### config.mk
export PLATFORM = sky130hd
export DESIGN_NAME = quad_step_decoder
export DESIGN_NICKNAME = d
export VERILOG_FILES = /design/src/rtl/quad_pkg.sv /design/src/rtl/quad_debounce_ch.sv /design/src/rtl/quad_step_decoder.sv
export SDC_FILE = /design/constraint.sdc
export NUM_CORES = 1
export LEC_CHECK = 0
export CORE_UTILIZATION = 54
export CTS_CLUSTER_DIAMETER = 100
export DETAILED_ROUTE_END_ITERATION = 16
export PLACE_DENSITY = 0.77
export SYNTH_ARGS = -nofsm -noshare
export SYNTH_HDL_FRONTEND = slang
export SYNTH_HIERARCHICAL = 1
export SYNTH_SLANG_ARGS = --single-unit
### constraint.sdc
create_clock -name clk -period 3 [get_ports clk]
set_clock_uncertainty 0.05 [all_clocks]
set_input_delay 0.75 -clock clk [delete_from_list [all_inputs] [get_ports clk]]
set_output_delay 0.75 -clock clk [all_outputs]
set_load 0.01 [all_outputs]
### src/rtl/quad_pkg.sv
// Shared definitions for the quadrature step decoder and the up/down counter it drives.
// Glyph constants are shared so both blocks show the same 'U'/'d' patterns.
package quad_pkg;

  localparam logic [6:0] SEG_UP  = 7'b0111110;
  localparam logic [6:0] SEG_DN  = 7'b1011110;
  localparam logic [6:0] SEG_OFF = 7'b0000000;

  typedef logic [1:0] phase_t;

  localparam phase_t PH_00 = 2'b00;
  localparam phase_t PH_01 = 2'b01;
  localparam phase_t PH_11 = 2'b11;
  localparam phase_t PH_10 = 2'b10;

  typedef enum logic {INIT, RUN} state_t;

  typedef enum logic [1:0] {STEP_NONE, STEP_CW, STEP_CCW, STEP_BAD} step_t;

  // Clockwise Gray order is 00->01->11->10->00; any other single-bit move is the reverse.
  function automatic step_t classify_step(input phase_t prev, input phase_t cur);
    step_t result;
    if ((prev ^ cur) == 2'b11) begin
      result = STEP_BAD;
    end else if (prev == cur) begin
      result = STEP_NONE;
    end else begin
      case ({prev, cur})
        {PH_00, PH_01},
        {PH_01, PH_11},
        {PH_11, PH_10},
        {PH_10, PH_00}: result = STEP_CW;
        default:        result = STEP_CCW;
      endcase
    end
    return result;
  endfunction

endpackage

### src/rtl/quad_debounce_ch.sv
// One encoder channel: two-flop synchroniser followed by a stability filter.
// filt only follows the synchronised level after DEB_CYCLES consecutive mismatching cycles.
module quad_debounce_ch #(
  parameter int DEB_CYCLES = 4
) (
  input  logic clk,
  input  logic reset,
  input  logic load,
  input  logic raw,
  output logic filt
);

  localparam int CNT_W = (DEB_CYCLES > 1) ? $clog2(DEB_CYCLES + 1) : 1;

  logic             s1;
  logic             s2;
  logic [CNT_W-1:0] cnt;

  // load bypasses the filter so power-up levels are adopted without a transition
  always_ff @(posedge clk) begin
    if (!reset) begin
      s1   <= 1'b0;
      s2   <= 1'b0;
      filt <= 1'b0;
      cnt  <= '0;
    end else begin
      s1 <= raw;
      s2 <= s1;
      if (load) begin
        filt <= s2;
        cnt  <= '0;
      end else if (s2 == filt) begin
        cnt <= '0;
      end else if (cnt == CNT_W'(DEB_CYCLES - 1)) begin
        filt <= s2;
        cnt  <= '0;
      end else begin
        cnt <= cnt + CNT_W'(1);
      end
    end
  end

endmodule

### src/rtl/quad_step_decoder.sv
// Rotary encoder front end: conditions both channels, decodes Gray steps and emits
// single-cycle up/down/err pulses plus a registered direction glyph for the counter.
module quad_step_decoder
  import quad_pkg::*;
#(
  parameter int DEB_CYCLES      = 4,
  parameter int STEPS_PER_PULSE = 1
) (
  input  logic       clk,
  input  logic       reset,
  input  logic       a_in,
  input  logic       b_in,
  output logic       up,
  output logic       down,
  output logic       err,
  output logic [6:0] seg
);

  localparam int INIT_W = $clog2(DEB_CYCLES + 3);
  localparam int ACC_W  = $clog2(STEPS_PER_PULSE + 1) + 2;

  localparam logic signed [ACC_W-1:0] ACC_ONE = ACC_W'(1);
  localparam logic signed [ACC_W-1:0] ACC_MAX = ACC_W'(STEPS_PER_PULSE);
  localparam logic signed [ACC_W-1:0] ACC_MIN = ACC_W'(-STEPS_PER_PULSE);

  state_t                   state;
  state_t                   state_next;
  logic [INIT_W-1:0]        init_cnt;
  logic [INIT_W-1:0]        init_cnt_next;
  logic signed [ACC_W-1:0]  acc;
  logic signed [ACC_W-1:0]  acc_next;
  logic signed [ACC_W-1:0]  acc_sum;
  phase_t                   phase;
  phase_t                   prev;
  step_t                    step;
  logic                     load;
  logic                     filt_a;
  logic                     filt_b;
  logic                     up_next;
  logic                     down_next;
  logic                     err_next;
  logic [6:0]               seg_next;

  quad_debounce_ch #(.DEB_CYCLES(DEB_CYCLES)) u_deb_a (
    .clk  (clk),
    .reset(reset),
    .load (load),
    .raw  (a_in),
    .filt (filt_a)
  );

  quad_debounce_ch #(.DEB_CYCLES(DEB_CYCLES)) u_deb_b (
    .clk  (clk),
    .reset(reset),
    .load (load),
    .raw  (b_in),
    .filt (filt_b)
  );

  assign phase = {filt_a, filt_b};

  // INIT lasts long enough for the synchronisers and filters to settle on the pin levels
  always_comb begin
    state_next    = state;
    init_cnt_next = init_cnt;
    acc_next      = acc;
    acc_sum       = acc;
    step          = STEP_NONE;
    load          = 1'b0;
    up_next       = 1'b0;
    down_next     = 1'b0;
    err_next      = 1'b0;
    seg_next      = seg;

    unique case (state)
      INIT: begin
        load     = 1'b1;
        acc_next = '0;
        if (init_cnt == INIT_W'(DEB_CYCLES + 1)) begin
          state_next = RUN;
        end else begin
          init_cnt_next = init_cnt + INIT_W'(1);
        end
      end

      RUN: begin
        step = classify_step(prev, phase);
        unique case (step)
          STEP_CW:  acc_sum = acc + ACC_ONE;
          STEP_CCW: acc_sum = acc - ACC_ONE;
          default:  acc_sum = acc;
        endcase

        // a double-bit jump loses direction, so the partial count is discarded
        if (step == STEP_BAD) begin
          err_next = 1'b1;
          acc_next = '0;
          seg_next = SEG_OFF;
        end else if (acc_sum == ACC_MAX) begin
          up_next  = 1'b1;
          acc_next = '0;
          seg_next = SEG_UP;
        end else if (acc_sum == ACC_MIN) begin
          down_next = 1'b1;
          acc_next  = '0;
          seg_next  = SEG_DN;
        end else begin
          acc_next = acc_sum;
        end
      end

      default: state_next = INIT;
    endcase
  end

  always_ff @(posedge clk) begin
    if (!reset) begin
      state    <= INIT;
      init_cnt <= '0;
      acc      <= '0;
      prev     <= PH_00;
      up       <= 1'b0;
      down     <= 1'b0;
      err      <= 1'b0;
      seg      <= SEG_OFF;
    end else begin
      state    <= state_next;
      init_cnt <= init_cnt_next;
      acc      <= acc_next;
      prev     <= phase;
      up       <= up_next;
      down     <= down_next;
      err      <= err_next;
      seg      <= seg_next;
    end
  end

endmodule

==> impl_metrics.tcl, run 1 <==
set metrics [dict create \
    worstReg2RegStart "prev[1]" \
    root_buffer "clkbuf_4" \
    pre_cts_ws_ns -0.01362 \
    ir_worst_vdd_uv 424.7 \
    syn_nets 149 \
    reg2reg_to "seg[4]" \
    leakage_nw 0.5688 \
    arrival_ns 3.07 \
    cpMaxStageDelayCell "fa_1" \
    area.sequential_sq_um 545.5 \
    finalHoldViolations 0 \
    design_area_sq_um 1501 \
    synth.avg_cell_area_sq_um 9.639 \
    timing.final.crit_share_pct 95.37 \
    clock_path_buffers 2 \
    ys_seq_elements 27 \
    holdWs_ns 0.4051 \
    top_usage_layer "met2" \
    wire_per_inst_um 13.07 \
    finalNonFillerCells 178 \
    grt_pass1_vias 866 \
    htree_levels 1 \
    drt_pass1_iterations 4 \
    initial_utilization_pct 58.26 \
    cp_data_required_time_ns 3.21 \
    fp.dieArea_sq_um 2610 \
    setup_ws_ns 0.1388 \
    hpwl_um 1657 \
    drc_errors 0 \
    rows 17 \
    met3_usage_pct 1.786 \
    min_to "u_deb_b/s2" \
    setup-violations-final 0 \
    n_antenna_cell 0 \
    antenna_found_initial 0 \
    cp_max_fo 3 \
    cpPeakStageDelay_ns 0.44 \
    dp_cells 172 \
    clk_latency_ns 0.32 \
    layout_commonest_cell "dfxtp_1" \
    fin_nets 165 \
    vias_per_cell 5.253 \
    grt_use_met2_pct 35.09 \
    syn_area_sq_um 1301 \
    slew_viol_final 0 \
    path_cells "xor2_4 -> inv_1 -> ha_1 -> nor2_1 -> a21boi_2 -> fa_1 -> nand2b_1 -> a2111oi_2 -> nor3b_2 -> nor2_4 -> buf_4 -> nand3_2 -> a31oi_1" \
    synthCells 135 \
    place_area_sq_um 1430 \
    die_w_um 51.09 \
    portBuffers 12 \
    ys_types 38 \
    grt_max_degree 23 \
    syn2layout_area_growth_pct 15.38 \
    worstSetupPathType "reg -> reg" \
    multi_input_area_sq_um 714.4 \
    die_h_um 51.09 \
    power-per-cell-area_nw_per_um2 403.9 \
    final_cell_mix "dfxtp_1, nand2_1, clkdlybuf4s50_1, and2_1, ha_1" \
    worstHoldStart "u_deb_b/s1" \
    reg2regPathDepth 13 \
    numCtsBuffers 3 \
    crit_start "prev[1]" \
    path_clk_slew_ns 0.14 \
    place_congestion 0.7257 \
    dr.first_iter.drc_count 9 \
    period_minus_slack_ns 2.861 \
    cts_sinks 27 \
    fill_cells 193 \
    core_area_sq_um 2233 \
    use_met1_pct 21.83 \
    synth-edff-count 0 \
    layout-drive-gt1-share_pct 13.33 \
    fmax_mhz 349.5 \
    maxCapViolCount 0 \
    grt-ovfl-total 0 \
    wl_um 2327 \
    ys_async_sr_fraction_pct 0 \
    postRouteAntennaNets 0 \
    track_usage_pct 19.48 \
    ys.flop_type "dfxtp_1" \
    io_pins 14 \
    vias 935 \
    ctsHoldBuffers 0 \
    hp-class "reg -> reg" \
    reg2reg_setup_slack_ns 0.14 \
    synth_warnings 6 \
    critPathLaunchType "flop" \
    grt_pass1_wl_um 3698 \
    synth_seq_area_share_pct 41.54 \
    cts_tree "yes" \
    status "finished, final reports clean" \
    hold_path_depth 1 \
    critPathCaptureType "flop" \
    power.total_uw 606.4 \
]
## cells in the mapped netlist (3+ instances only)
cell type  number  area share [%]
nand2b_1        6             2.9
ha_1            9             8.7
a21oi_1         4             1.5
xnor2_1         5             3.4
nand2_1        16             4.6
inv_1           7             2.0
and2_1          8             3.8
buf_4           4             2.3
nor2_1          6             1.7
o21ai_0         3             1.2
dfxtp_1        27              42
nor4_1          6             2.9
o31ai_1         4             2.3
## what timing repair did
item | CTS | global route
setup endpoints to repair | 1 | 6
gates resized for setup | 1 | 5
setup buffers | 0 | 2
cloned | 0 | 0
pin swaps | 0 | 1
## final cells by class
type	count	share of cell area, %
Clock buffer	3	1.500
Clock inverter	1	0.5000
Inverter	7	1.750
Multi-Input combinational cell	96	47.58
Sequential cell	27	36.33
Tap cell	28	2.333
Timing Repair Buffer	16	10.00
## per-layer routing
| layer | up-vias | routed length, um |
|---|---|---|
| li1 | 484 | - |
| met1 | 440 | 1044 |
| met2 | 7 | 1205 |
| met3 | 4 | 29 |
| met4 | 0 | 48 |
| met5 | - | 0 |
## registers in the layout (all words and copies together), names as in the netlist, 2 cells and up
signal and cells:
acc 3, init_cnt 3, seg 3, u_deb_a/cnt 3
u_deb_b/cnt 3, prev 2
## how the worst max path moves through the flow
stage / end / cells after the start
floorplan: acc[0] / 11
global placement: acc[0] / 11
detailed placement: acc[0] / 11
CTS: acc[0] / 11
global route: seg[4] / 13
finish: seg[4] / 13
## critical path, delay by kind of cell, from the launching register on
kind | cells | cell delay, ns
flops | 1 | 0.39
xor+xnor | 1 | 0.20
fa+ha+maj | 2 | 0.63
compound gates | 3 | 0.72
buf+inv | 2 | 0.20
simple gates | 5 | 0.59
## kinds of logic (layout without fill, tap and decap cells)
kind of cell / Yosys count / in the layout / share of synthesized area, %
AOI/OAI and AO/OA: 20 / 20 / 11.35
xor gates and xnor gates: 8 / 8 / 5.962
adders and majority gates: 10 / 10 / 10.19
buffers and inverters: 12 / 27 / 5.193
DFF: 27 / 27 / 41.54
muxes: 2 / 2 / 1.923
other: 1 / 1 / 0.2882
and+or+nand+nor: 55 / 55 / 23.56
## power breakdown
| part | switching, mW | leakage (nW) | internal (mW) | total (mW) |
|---|---|---|---|---|
| Combinational | 0.0376 | 0.334 | 0.0321 | 0.0697 |
| Sequential | 0.0103 | 0.220 | 0.370 | 0.380 |
| Clock | 0.106 | 0.0139 | 0.0510 | 0.157 |
## through the flow
stage | utilization [%] | setup TNS, ns
after global placement | 64.03 | 0
final | 67.23 | 0
after floorplan | - | 0
after detailed placement | 64.03 | -0.01362
after CTS | 65.71 | 0
after global routing | 67.23 | -0.03711
Note: power is estimated with default switching activity, not from simulation.
==> run 2: changes to the inputs <==
Settings changed: CORE_UTILIZATION 54 to 53, PLACE_DENSITY 0.77 to 0.76, SYNTH_HIERARCHICAL 1 to not set.
==> impl_metrics.tcl, run 2 <==
set metrics [dict create \
    io_pins 14 \
    initial_utilization_pct 59.01 \
    maxCapViolCount 0 \
    fill_cells 174 \
    syn_area_sq_um 1205 \
    finalHoldViolations 0 \
    critPathCaptureType "flop" \
    worstSetupPathType "reg -> reg" \
    yosysTopAreaCell "dfxtp_1" \
    grt_max_degree 17 \
    track_usage_pct 17.92 \
    fmax_mhz 351.9 \
    reg2reg_to "acc[0]" \
    drc_errors 0 \
    hpwl_um 1507 \
    wirelength_met1_um 836 \
    vias_per_cell 5.215 \
    grt_pass1_vias 769 \
    endpoint "acc[0]" \
    htree_levels 1 \
    wl_met2_um 1034 \
    fp.dieArea_sq_um 2468 \
    wl_met3_um 47 \
    hold_path_depth 1 \
    cts_sinks 27 \
    cpMaxStageDelayCell "or4_4" \
    synth_seq_area_share_pct 44.86 \
    cts_tree "yes" \
    vias 850 \
    status "finished, final reports clean" \
    arrival_ns 3.05 \
    timing.final.crit_share_pct 94.72 \
    antenna_found_initial 0 \
    path_clk_slew_ns 0.14 \
    die_h_um 49.68 \
    worstReg2RegStart "prev[1]" \
    syn2layout_area_growth_pct 16.93 \
    ys_seq_elements 27 \
    n_antenna_cell 0 \
    hp-class "reg -> reg" \
    crit_start "prev[1]" \
    slew_viol_final 0 \
    power-per-cell-area_nw_per_um2 432.5 \
    postRouteAntennaNets 0 \
    cp_max_fo 5 \
    synth.avg_cell_area_sq_um 9.796 \
    synth.cells.most_frequent "dfxtp_1, nor2_1, inv_1" \
    path_cells "xor2_2 -> inv_1 -> ha_1 -> nor2_1 -> o21ai_2 -> fa_2 -> xnor2_2 -> xnor2_1 -> buf_4 -> a2bb2o_4 -> or4_4 -> a21oi_1" \
    ys_async_sr_fraction_pct 0 \
    wl_um 1970 \
    reg2regPathDepth 12 \
    place_area_sq_um 1336 \
    setup-violations-final 0 \
    power.total_uw 609.4 \
    synth_warnings 0 \
    cp_data_required_time_ns 3.20 \
    clk_latency_ns 0.31 \
    rows 16 \
    clock_path_buffers 2 \
    layout-drive-gt1-share_pct 15.44 \
    place_congestion 0.7879 \
    cpPeakStageDelay_ns 0.43 \
    critPathLaunchType "flop" \
    dr.first_iter.drc_count 14 \
    core_area_sq_um 2042 \
    reg2reg_setup_slack_ns 0.16 \
    synth_area_leaders "dfxtp_1, ha_1, xnor2_1" \
    syn_nets 137 \
    synth-edff-count 0 \
    drt_pass1_iterations 4 \
    synth_top_area_share_pct 44.86 \
    final_cell_mix "dfxtp_1, nor2_1, clkdlybuf4s50_1, inv_1, ha_1" \
    die_w_um 49.68 \
    ys_types 33 \
    ir_worst_vdd_uv 456.2 \
    synthCells 123 \
    portBuffers 12 \
    top_layer "met4" \
    design_area_sq_um 1409 \
    ys.flop_type "dfxtp_1" \
    root_buffer "clkbuf_4" \
    leakage_nw 0.5604 \
    wire_per_inst_um 12.09 \
    fin_nets 151 \
    period_minus_slack_ns 2.842 \
    synth_most_common_cell "dfxtp_1" \
    grt_pass1_wl_um 3312 \
    grt-ovfl-total 0 \
    numCtsBuffers 3 \
    layout_commonest_cell "dfxtp_1" \
]
[run 2: worst min-delay path by stage]
stage                           endpoint      startpoint
after detailed placement  u_deb_a.cnt[0]  u_deb_a.cnt[0]
after floorplan           u_deb_a.cnt[0]  u_deb_a.cnt[0]
after global placement    u_deb_b.cnt[0]  u_deb_b.cnt[0]
after CTS                 u_deb_a.cnt[0]  u_deb_a.cnt[0]
final                     u_deb_a.cnt[0]  u_deb_a.cnt[0]
after global routing      u_deb_b.cnt[0]  u_deb_b.cnt[0]
[run 2: cell type report]
class                           instances  area [sq um]  share of cell area [%]
Multi-Input combinational cell         79         618.1                   43.87
Sequential cell                        27         545.5                   38.72
Timing Repair Buffer                   15         142.6                   10.12
Inverter                               11         41.29                   2.931
Tap cell                               27         33.78                   2.398
Clock buffer                            3         22.52                   1.599
Clock inverter                          1         5.005                  0.3552
[run 2: worst max-delay path: cells and delay by family (launching register included)]
kind	cells	cell delay [ns]
AO/OA/AOI/OAI	3	0.45
XOR/XNOR	3	0.52
adder cells (fa/ha/maj)	2	0.59
buffers and inverters	2	0.21
flip-flops	1	0.41
AND/OR/NAND/NOR	2	0.55
[run 2: kinds of logic (layout without fill, tap and decap cells)]
family,Yosys count,in the layout,share of synthesized area (%)
and+or+nand+nor,40,40,18.38
adders and majority gates,10,10,11.01
other,1,1,0.3112
xor gates and xnor gates,11,11,7.996
AOI/OAI and AO/OA,16,16,9.968
muxes,1,1,0.9345
buffers and inverters,17,30,6.542
DFF,27,27,44.86
[run 2: timing repair]
action,4_1_cts,5_1_grt
gates resized for setup,1,7
buffers inserted,0,1
hold buffers,0,0
endpoints found under the setup margin,3,4
pin swaps,0,1
[run 2: stage by stage]
step           utilization [%]  hold WS, ns  instances  setup slack, ns  setup TNS [ns]
2_1_floorplan                -       0.3490        123           0.2769               0
3_3_place_gp             65.44       0.3564        158           0.1955               0
3_5_place_dp             65.44       0.3648        158         -0.02616        -0.03102
4_1_cts                  67.16       0.3839        162          0.01108               0
5_1_grt                  69.00       0.4139        163        -0.006966       -0.006966
6_report                 69.00       0.3772        163           0.1584               0
[run 2: where the power goes]
group          total, mW  switching [mW]  leakage (nW)  internal (mW)
Clock              0.152           0.102        0.0177         0.0498
Sequential         0.384          0.0120         0.221          0.372
Combinational     0.0732          0.0343         0.322         0.0389
Total              0.609           0.148         0.560          0.461
[run 2: routing by layer]
| layer | track usage (%) | vias up |
|---|---|---|
| met5 | 0 | - |
| met4 | 6.667 | 0 |
| met3 | 3.704 | 6 |
| met2 | 33.56 | 16 |
| met1 | 19.42 | 404 |
| li1 | - | 424 |
